### config.mk
export PLATFORM = sky130hd
export DESIGN_NAME = aibnd_data_buf_fifo_flat
export DESIGN_NICKNAME = d
export VERILOG_FILES = /design/src/rtl/aibnd_data_buf_pkg.sv /design/src/rtl/aibnd_data_buf_fifo_if.sv /design/src/rtl/aibnd_data_buf_mem.sv /design/src/rtl/aibnd_data_buf_fifo.sv /design/src/flat_wrapper.sv
export SDC_FILE = /design/constraint.sdc
export NUM_CORES = 1
export LEC_CHECK = 0
export CELL_PAD_IN_SITES_DETAIL_PLACEMENT = 0
export CELL_PAD_IN_SITES_GLOBAL_PLACEMENT = 1
export CORE_AREA = 8 8 117 119
export DETAILED_ROUTE_END_ITERATION = 6
export DIE_AREA = 0 0 125 127
export PLACE_DENSITY_LB_ADDON = 0.1
export SLEW_MARGIN = 40
export SYNTH_ARGS = -nofsm -noshare
export SYNTH_HDL_FRONTEND = slang
export SYNTH_SLANG_ARGS = --single-unit
### constraint.sdc
create_clock -name clk -period 5.66 [get_ports clk]
set_clock_uncertainty 0.1 [all_clocks]
set_input_delay 0.849 -clock clk [delete_from_list [all_inputs] [get_ports clk]]
set_output_delay 0.849 -clock clk [all_outputs]
set_load 0.005 [all_outputs]
### src/rtl/aibnd_data_buf_pkg.sv
// aibnd_data_buf_pkg: shared widths, mode encodings and parameter checks for the aibnd data buffer
package aibnd_data_buf_pkg;
    localparam logic AIBND_MODE_BUF = 1'b0;
    localparam logic AIBND_MODE_BYP = 1'b1;
    function automatic int cntw(input int depth);
        return $clog2(depth) + 1;
    endfunction
    function automatic bit params_ok(input int width, input int depth);
        return width >= 1 && depth >= 2 && (depth & (depth - 1)) == 0;
    endfunction
endpackage

### src/rtl/aibnd_data_buf_fifo_if.sv
// aibnd_data_buf_fifo_if: upstream/downstream handshakes plus mode and status of the data buffer
interface aibnd_data_buf_fifo_if
    import aibnd_data_buf_pkg::*;
#(
    parameter int WIDTH = 32,
    parameter int DEPTH = 4
) ();
    localparam int CNTW = cntw(DEPTH);
    logic             in_valid;
    logic [WIDTH-1:0] in_data;
    logic             in_ready;
    logic             out_valid;
    logic [WIDTH-1:0] out_data;
    logic             out_ready;
    logic             bypass_req;
    logic             flush;
    logic             bypass_act;
    logic [CNTW-1:0]  fill_cnt;
    modport master (
        output in_valid, in_data, out_ready, bypass_req, flush,
        input  in_ready, out_valid, out_data, bypass_act, fill_cnt
    );
    modport slave (
        input  in_valid, in_data, out_ready, bypass_req, flush,
        output in_ready, out_valid, out_data, bypass_act, fill_cnt
    );
endinterface

### src/rtl/aibnd_data_buf_mem.sv
// aibnd_data_buf_mem: DEPTH x WIDTH flop array, one write port, one asynchronous read port
module aibnd_data_buf_mem
    import aibnd_data_buf_pkg::*;
#(
    parameter int WIDTH = 32,
    parameter int DEPTH = 4,
    localparam int AW = $clog2(DEPTH)
) (
    input  logic             clk,
    input  logic             we,
    input  logic [AW-1:0]    waddr,
    input  logic [WIDTH-1:0] wdata,
    input  logic [AW-1:0]    raddr,
    output logic [WIDTH-1:0] rdata
);
    logic [WIDTH-1:0] mem [DEPTH];
    always_ff @(posedge clk) begin
        if (we) mem[waddr] <= wdata;
    end
    assign rdata = mem[raddr];
endmodule

### src/rtl/aibnd_data_buf_fifo.sv
// aibnd_data_buf_fifo: WIDTH x DEPTH elastic buffer with drain-safe zero-latency bypass mode
module aibnd_data_buf_fifo
    import aibnd_data_buf_pkg::*;
#(
    parameter int WIDTH = 32,
    parameter int DEPTH = 4
) (
    input  logic                  clk,
    input  logic                  rst_n,
    input  logic                  vccl_aibnd,
    input  logic                  vssl_aibnd,
    aibnd_data_buf_fifo_if.slave  bus
);
    localparam int AW   = $clog2(DEPTH);
    localparam int CNTW = cntw(DEPTH);

    if (!params_ok(WIDTH, DEPTH)) begin : g_bad_params
        $error("aibnd_data_buf_fifo: WIDTH must be >=1 and DEPTH a power of two >=2");
    end

    typedef enum logic [1:0] {ST_BUF, ST_DRAIN, ST_BYP} state_t;

    state_t           state, state_nxt;
    logic [CNTW-1:0]  wr_ptr, rd_ptr, cnt;
    logic [WIDTH-1:0] rd_data;
    logic             rdy_q, full, empty, byp, buf_ready, push, pop;
    logic             unused_pins;

    assign unused_pins = vccl_aibnd ^ vssl_aibnd;

    // Pointers carry one extra wrap bit, so their difference is the fill count
    assign cnt       = wr_ptr - rd_ptr;
    assign empty     = cnt == '0;
    assign full      = (wr_ptr[AW-1:0] == rd_ptr[AW-1:0]) & (wr_ptr[AW] != rd_ptr[AW]);
    assign byp       = state == ST_BYP;
    assign buf_ready = rdy_q & !full & !(bus.bypass_req & !byp);
    assign push      = !byp & bus.in_valid & buf_ready & !bus.flush;
    assign pop       = !byp & !empty & bus.out_ready;

    always_ff @(posedge clk or negedge rst_n) begin
        if (!rst_n) begin
            state  <= ST_BUF;
            wr_ptr <= '0;
            rd_ptr <= '0;
            rdy_q  <= 1'b0;
        end else begin
            state  <= state_nxt;
            rdy_q  <= 1'b1;
            wr_ptr <= bus.flush ? '0 : wr_ptr + CNTW'(push);
            rd_ptr <= bus.flush ? '0 : rd_ptr + CNTW'(pop);
        end
    end

    // Requests from BUF wait in DRAIN until every stored word has left
    always_comb begin
        state_nxt = state;
        state_nxt = !bus.bypass_req ? ST_BUF : (byp || empty) ? ST_BYP : ST_DRAIN;
    end

    aibnd_data_buf_mem #(.WIDTH(WIDTH), .DEPTH(DEPTH)) u_mem (
        .clk   (clk),
        .we    (push),
        .waddr (wr_ptr[AW-1:0]),
        .wdata (bus.in_data),
        .raddr (rd_ptr[AW-1:0]),
        .rdata (rd_data)
    );

    assign bus.in_ready   = byp ? bus.out_ready : buf_ready;
    assign bus.out_valid  = byp ? bus.in_valid : !empty;
    assign bus.out_data   = byp ? bus.in_data : empty ? '0 : rd_data;
    assign bus.bypass_act = byp ? AIBND_MODE_BYP : AIBND_MODE_BUF;
    assign bus.fill_cnt   = cnt;
endmodule

### src/flat_wrapper.sv
// flat-port wrapper written by rule: the top's interface ports become plain ports
module aibnd_data_buf_fifo_flat import aibnd_data_buf_pkg::*;
#(
    parameter int WIDTH = 32,
    parameter int DEPTH = 4
)
  (clk, rst_n, vccl_aibnd, vssl_aibnd, bus_in_valid, bus_in_data, bus_out_ready, bus_bypass_req, bus_flush, bus_in_ready, bus_out_valid, bus_out_data, bus_bypass_act, bus_fill_cnt);
  aibnd_data_buf_fifo_if #(.WIDTH(WIDTH), .DEPTH(DEPTH)) bus_i ();
  input  logic clk;
  input  logic rst_n;
  input  logic vccl_aibnd;
  input  logic vssl_aibnd;
  input wire logic [$bits(bus_i.in_valid)-1:0] bus_in_valid;
  input wire logic [$bits(bus_i.in_data)-1:0] bus_in_data;
  input wire logic [$bits(bus_i.out_ready)-1:0] bus_out_ready;
  input wire logic [$bits(bus_i.bypass_req)-1:0] bus_bypass_req;
  input wire logic [$bits(bus_i.flush)-1:0] bus_flush;
  output wire logic [$bits(bus_i.in_ready)-1:0] bus_in_ready;
  output wire logic [$bits(bus_i.out_valid)-1:0] bus_out_valid;
  output wire logic [$bits(bus_i.out_data)-1:0] bus_out_data;
  output wire logic [$bits(bus_i.bypass_act)-1:0] bus_bypass_act;
  output wire logic [$bits(bus_i.fill_cnt)-1:0] bus_fill_cnt;
  assign bus_i.in_valid = bus_in_valid;
  assign bus_i.in_data = bus_in_data;
  assign bus_i.out_ready = bus_out_ready;
  assign bus_i.bypass_req = bus_bypass_req;
  assign bus_i.flush = bus_flush;
  assign bus_in_ready = bus_i.in_ready;
  assign bus_out_valid = bus_i.out_valid;
  assign bus_out_data = bus_i.out_data;
  assign bus_bypass_act = bus_i.bypass_act;
  assign bus_fill_cnt = bus_i.fill_cnt;
  aibnd_data_buf_fifo #(.WIDTH(WIDTH), .DEPTH(DEPTH)) u_core (.clk(clk), .rst_n(rst_n), .vccl_aibnd(vccl_aibnd), .vssl_aibnd(vssl_aibnd), .bus(bus_i));
endmodule
==> summary.txt <==
Pwr
  – Power Density: about 360 nW/um^2
  – P_sw: around 530 uW
  – Maximum VDD drop: roughly 160 uV
  – Sequential power share: 45.0%
  – Leak pwr: around 2.3 nW
  – Share of total power in the clock network: between 40% and 50%
  – Int Pwr: about 2.0 mW
  – Switch share: between 20% and 30%
  – Combinational cell fraction of total power: 13.4%

GRT
  – Global-route wire length before repair: 16.8 mm
  – GRT Total Usage: ~14%
  – Vias in the first global route: between 2000 and 3000
  – Initial antenna violation count: 0
  – Largest net degree at the start of global routing: 35
  – Gr ovfl total: 0

STA
  – Endpoints failing hold: 0
  – Tcrit/Tclk final: about four fifths
  – Worst slew pin tran: a little over 0.8 ns
  – Fmax: approximately 220 MHz
  – Fin Setup TNS: 0 ns
  – Worst slew margin: ~46%
  – RSZ-0062 raised after global routing: no
  – Final Setup Violations: 0
  – Max Slew Vio Count: 0
  – Final min period: 4.50 ns

Drt
  – DRC: 0
  – Avg Vias per Cell: roughly 5.6
  – Detailed-route wire length: 10.8 mm
  – Post-DRT Antenna Nets: 0
  – WL/cell: ~21 um
  – Initial DRC Count: 160
  – DR pass1 iterations: 4
  – Vias post-DR: 2830

Setup path
  – Worst path required time: 4.71 ns
  – Critical Path End Type: output pin
  – Critical path peak fanout: 26
  – CP Launch Type: flop
  – CP arrival: around 3.6 ns
  – CP Class: reg2out

Placement
  – DP Area: approximately 6400 sq um
  – RePlAce Congestion: about 0.7
  – Dpl hpwl: a little over 6 mm
  – Input/output buffers: between 70 and 80

Clocking
  – Clock latency on the worst-skew pair: approximately 0.41 ns
  – Post-CTS setup buffers: 0
  – TritonCTS clock tree: done
  – Inserted Clock Buffers: 17
  – Clock Path Buffers: 2
  – Clk slew on worst S/H paths: 0.06 ns
  – CTS resizes: 0
  – CTS root buf: clkbuf_16
  – CTS H-Tree Depth: 4
  – CTS Sinks: 137
  – Hold_buf cts: 0

Yosys
  – Synth Area in Simple Gates: 2.05%
  – #FFs+latches synth: approximately 140
  – Mean Syn Cell Area: around 21 sq um
  – Syn Inst Count: 260
  – Post-Synth Adder-Cell Area: between 1.5 and 2%
  – Post-synthesis mux area share: about an eighth
  – Xor/xnor share of the synthesized area: less than 1%
  – Syn nets: ~310
  – Synth top area cells: edfxtp_1, mux4_2, a22o_1, dfrtp_1, ha_1
  – Async S/R FF share, synth: ~6.6%
  – Synthesized cell area: roughly 5500 sq um
  – Most common library cells after synthesis: edfxtp_1, a22o_1, mux4_2, dfrtp_1
  – Register area share after synthesis: 74.2%
  – Main combinational cell family by area after synthesis: multiplexers
  – Post-synth top area share: a little over two thirds
  – EDFF count, synth: 128
  – Top-count cell post-synth: edfxtp_1
  – Syn. warnings: 0
  – Synth unique cells: 25
  – Compound-Gate Fraction of Synth Area: a little under 6%
  – Synth area leader: edfxtp_1
  – Prevailing post-synth register cell: edfxtp_1

Cells and area
  – Area Growth Syn to Fin: 27.4%
  – Area of the multi-input gates: between 1000 and 1500 sq um
  – Seq. cell area: a little over 4000 sq um
  – Design area: around 7000 sq um
  – Share of layout cells above drive strength 1: 21.1%
  – Final net count: 395
  – Filler cells: a little over 900
  – Ant. Diodes: 0

Die
  – Core area: about 12000 sq um
  – Starting density of the core: 46.4%
  – Die Width: 125 um
  – Die footprint: ~16000 sq um
  – Number of cell rows: 40
  – DIE HEIGHT: around 130 um
  – I/O pin total: about 80

Worst hold path
  – Hold crit path type: reg2reg

Run
  – Maxcap violations: 0

Status
  – Status: finished clean
[registers in the layout (all words and copies together), names as in the netlist]
name / flops
u_core.u_mem.mem: 128
u_core.wr_ptr: 3
u_core.rd_ptr: 3
u_core.state: 2
u_core.rdy_q: 1
[power by group through the flow]
stage / registers [mW] / clock network [mW] / logic [mW]
after floorplan: 1.14 / 0 / 0.161
after global placement: 1.14 / 0 / 0.340
after detailed placement: 1.14 / 0 / 0.341
after CTS: 1.12 / 1.05 / 0.343
after global routing: 1.12 / 1.10 / 0.361
final: 1.12 / 1.03 / 0.333
[placed cells by master (no fill, tap or decap), drive strengths merged, types with 3 or more instances in the layout]
master,netlist,routed
a22o,32,32
and2,3,3
buf,7,8
clkbuf,7,18
clkdlybuf4s50,0,75
clkinv,1,8
clkinvlp,0,5
dfrtp,9,9
edfxtp,128,128
ha,6,6
inv,7,7
mux4,32,32
nand2,3,3
nor2,3,3
nor2b,6,6
nor3,4,4
xnor2,3,3
[worst max-delay path, stage by stage (launching register included)]
cell	delay, ns
dfrtp_1	0.42
inv_1	0.12
ha_1	0.23
fa_1	0.43
xnor3_2	0.28
a21oi_4	0.67
buf_4	0.32
a22o_1	0.15
clkdlybuf4s50_1	0.51
[cell type report]
cell class	instances	share of cell area (%)
clock inverters	14	1.90
inverters	8	0.430
clock buffers	18	6.15
multi-input cells	101	18.9
repair buffers	83	11.6
well taps	147	2.64
flip-flops and latches	137	58.3
[path summary, 6_finish.rpt]
kind / startpoint / end / slack, ns / cells after the start
max reg2reg: u_core.wr_ptr[0] / u_core.rd_ptr[1] / 2.55 / 9
min reg2reg: u_core.rd_ptr[2] / u_core.rd_ptr[2] / 0.50 / 2
min in group asynchronous: rst_n / u_core.state[1] / 0.64 / 1
max: u_core.wr_ptr[0] / bus_out_data[16] / 1.16 / 8
max in group asynchronous: rst_n / u_core.rd_ptr[0] / 4.50 / 1
min: u_core.rd_ptr[2] / u_core.rd_ptr[2] / 0.50 / 2
[cells by family (layout without fill, tap and decap cells)]
group,Yosys count,count (layout)
flip-flops,137,137
AO/OA/AOI/OAI,36,36
multiplexers,32,32
buffers and inverters,22,123
AND/OR/NAND/NOR,21,21
adder cells (fa/ha/maj),7,7
XOR/XNOR,4,4
other,1,1
[metrics by stage]
step	utilization (%)	std cells	total power, mW	setup slack, ns	hold slack [ns]
floorplan	-	260	1.30	1.35	0.450
CTS	59.1	508	2.51	1.08	0.507
global route	59.1	508	2.58	0.942	0.520
detailed placement	54.3	476	1.48	1.54	0.490
global placement	54.3	476	1.48	1.58	0.480
finish	59.1	508	2.48	1.16	0.502
[metal layers]
metal / vias to the layer above / share of wire (%) / track usage [%]
met5: - / 0 / 0
met4: 0 / 0.91 / 7.52
met3: 6 / 6.0 / 4.45
li1: 1262 / - / -
met1: 1483 / 44 / 17.5
met2: 79 / 49 / 22.2
Note: power is estimated with default switching activity, not from simulation.
==> patch (config.mk and constraints unchanged) <==
Encoding of `state_t`: now one-hot (3 bits for 3 states).
--- a/src/rtl/aibnd_data_buf_fifo.sv
+++ b/src/rtl/aibnd_data_buf_fifo.sv
@@ -20,3 +20,3 @@
 
-    typedef enum logic [1:0] {ST_BUF, ST_DRAIN, ST_BYP} state_t;
+    typedef enum logic [2:0] {ST_BUF = 3'b001, ST_DRAIN = 3'b010, ST_BYP = 3'b100} state_t;
 
Check against the original RTL: same outputs for any inputs over 10 cycles, from zero or initial values and one cycle with rst_n low; not proved beyond that.
==> patch against the unedited design <==
  * Routed wire length grew 1.4%
  * Final area did not move
  * Sequential cell count grew 1
  * Setup slack improved by 190 ps
  * Area after synthesis grew 0.71%
  * First-iteration DRC count decreased by 1.9%
  * Utilization unchanged
  * Count of clock-buffer cells in the layout unchanged
  * Largest cell class unchanged
Power is not compared: it rests on default switching activity, and its combinational part moved more than twofold at a synthesized area within 25%.
==> patch: results (changes against the unedited design) <==
[status]
status = finished, final reports clean

[worst_setup_path]
cp_max_fo = 14  ; -46%
cp.arrival_ps = 3360  ; -190 ps
cpMaxStageDelayCell = clkdlybuf4s50_1
cpPeakStageDelay_ps = 500  ; -170 ps

[yosys]
synth-xor-area-share = 0.009068  ; -0.00006418
synth_mux_area_frac = 0.1306  ; -0.0009242
synth_common_cells = 128 x edfxtp_1, 33 x a22o_1, 32 x mux4_2
synth-async-reset-ratio = 0.07246  ; +0.006770
synth_area_leaders = edfxtp_1 70%, mux4_2 13%, a22o_1 5.2%
syn_nets = 308  ; +0.33%
synth.distinct_cells = 25  ; unchanged
yosysSeqAreaShare = 0.7420  ; about the same
yosys.area_share.adder = 0.01723  ; -0.0001219
synth_compound_area_frac = 0.05940  ; +0.001178

[placement]
gp_congestion = 0.6738  ; -3.2%
dpl-instance-area_mm2 = 0.006487  ; +1.1%
hpwl_um = 6558  ; +5.7%
dp_slack_ps = 1752  ; +212.4 ps
placedCellCount = 481  ; +1.1%

[cells_and_area]
antenna_cells = 0  ; unchanged
fin_cells = 512  ; +0.79%
fillers = 893  ; -3.1%
drive_gt1_frac = 0.2164  ; +0.005912

[sta]
slew_headroom = 0.4987  ; +0.03940

[global_route]
grt_pass1_wl_um = 17400  ; +3.6%
grt_max_degree = 36  ; +2.9%
grt_pass1_vias = 3101  ; +5.2%

[detailed_routing]
drt_iter0_markers = 157  ; -1.9%
drt_wl_total_um = 10970  ; +1.4%
detail_route.first_pass.iterations = 4  ; unchanged

[clock_tree]
h-tree-depth = 4  ; unchanged

[min_path]
min_from = u_core.wr_ptr[2]

## patch: layer usage
metal / GRT usage / up-vias / wire (µm)
li1: - / 1267 / -
met1: 0.1762 / 1481 / 4822
met2: 0.2349 / 69 / 5397
met3: 0.05075 / 13 / 579
met4: 0.06877 / 0 / 170
met5: 0 / - / 0
## patch: per-stage QoR
stage	hold WS, ps	util
after floorplan	450.3	-
after global placement	483.9	0.5480
after detailed placement	495.4	0.5493
after CTS	512.5	0.5909
after global routing	536.7	0.5909
final	504.2	0.5909
## patch: report_power, final
group / internal, mW / total, mW / switching [mW]
combinational: 0.427 / 0.728 / 0.301
sequential: 1.13 / 1.14 / 0.00473
clock: 0.541 / 0.921 / 0.380
total: 2.10 / 2.79 / 0.686
## patch: tightest hold or removal path: stages (launching register included)
cell     delay (ps)
dfrtp_1         400
xnor2_1          90
nor2_1           70
## patch: cell type report
type	count	area, µm²	share of cell area
inverters	9	33.78	0.004840
well taps	147	183.9	0.02635
clock inverters	13	62.56	0.008964
flip-flops and latches	138	4098	0.5871
clock buffers	18	429.2	0.06149
multi-input cells	100	1324	0.1897
repair buffers	87	848.3	0.1215
## patch: worst paths after layout
path	to	slack [ps]	depth (start not counted)
worst min-delay path	u_core.wr_ptr[2]	500	2
worst max-delay path	bus_out_data[24]	1350	9
worst min register to register	u_core.wr_ptr[2]	500	2
worst max register to register	u_core.rd_ptr[1]	2860	9
min in group asynchronous	u_core.state[2]	660	1
max in group asynchronous	u_core.rd_ptr[0]	4460	1
## patch: cells by family (layout without fill, tap and decap cells)
logic type | count (synthesis) | after routing
and+or+nand+nor | 19 | 19
xor gates and xnor gates | 4 | 4
AOI/OAI and AO/OA | 37 | 37
other | 1 | 1
buffers and inverters | 23 | 127
DFF | 138 | 138
adders and majority gates | 7 | 7
muxes | 32 | 32
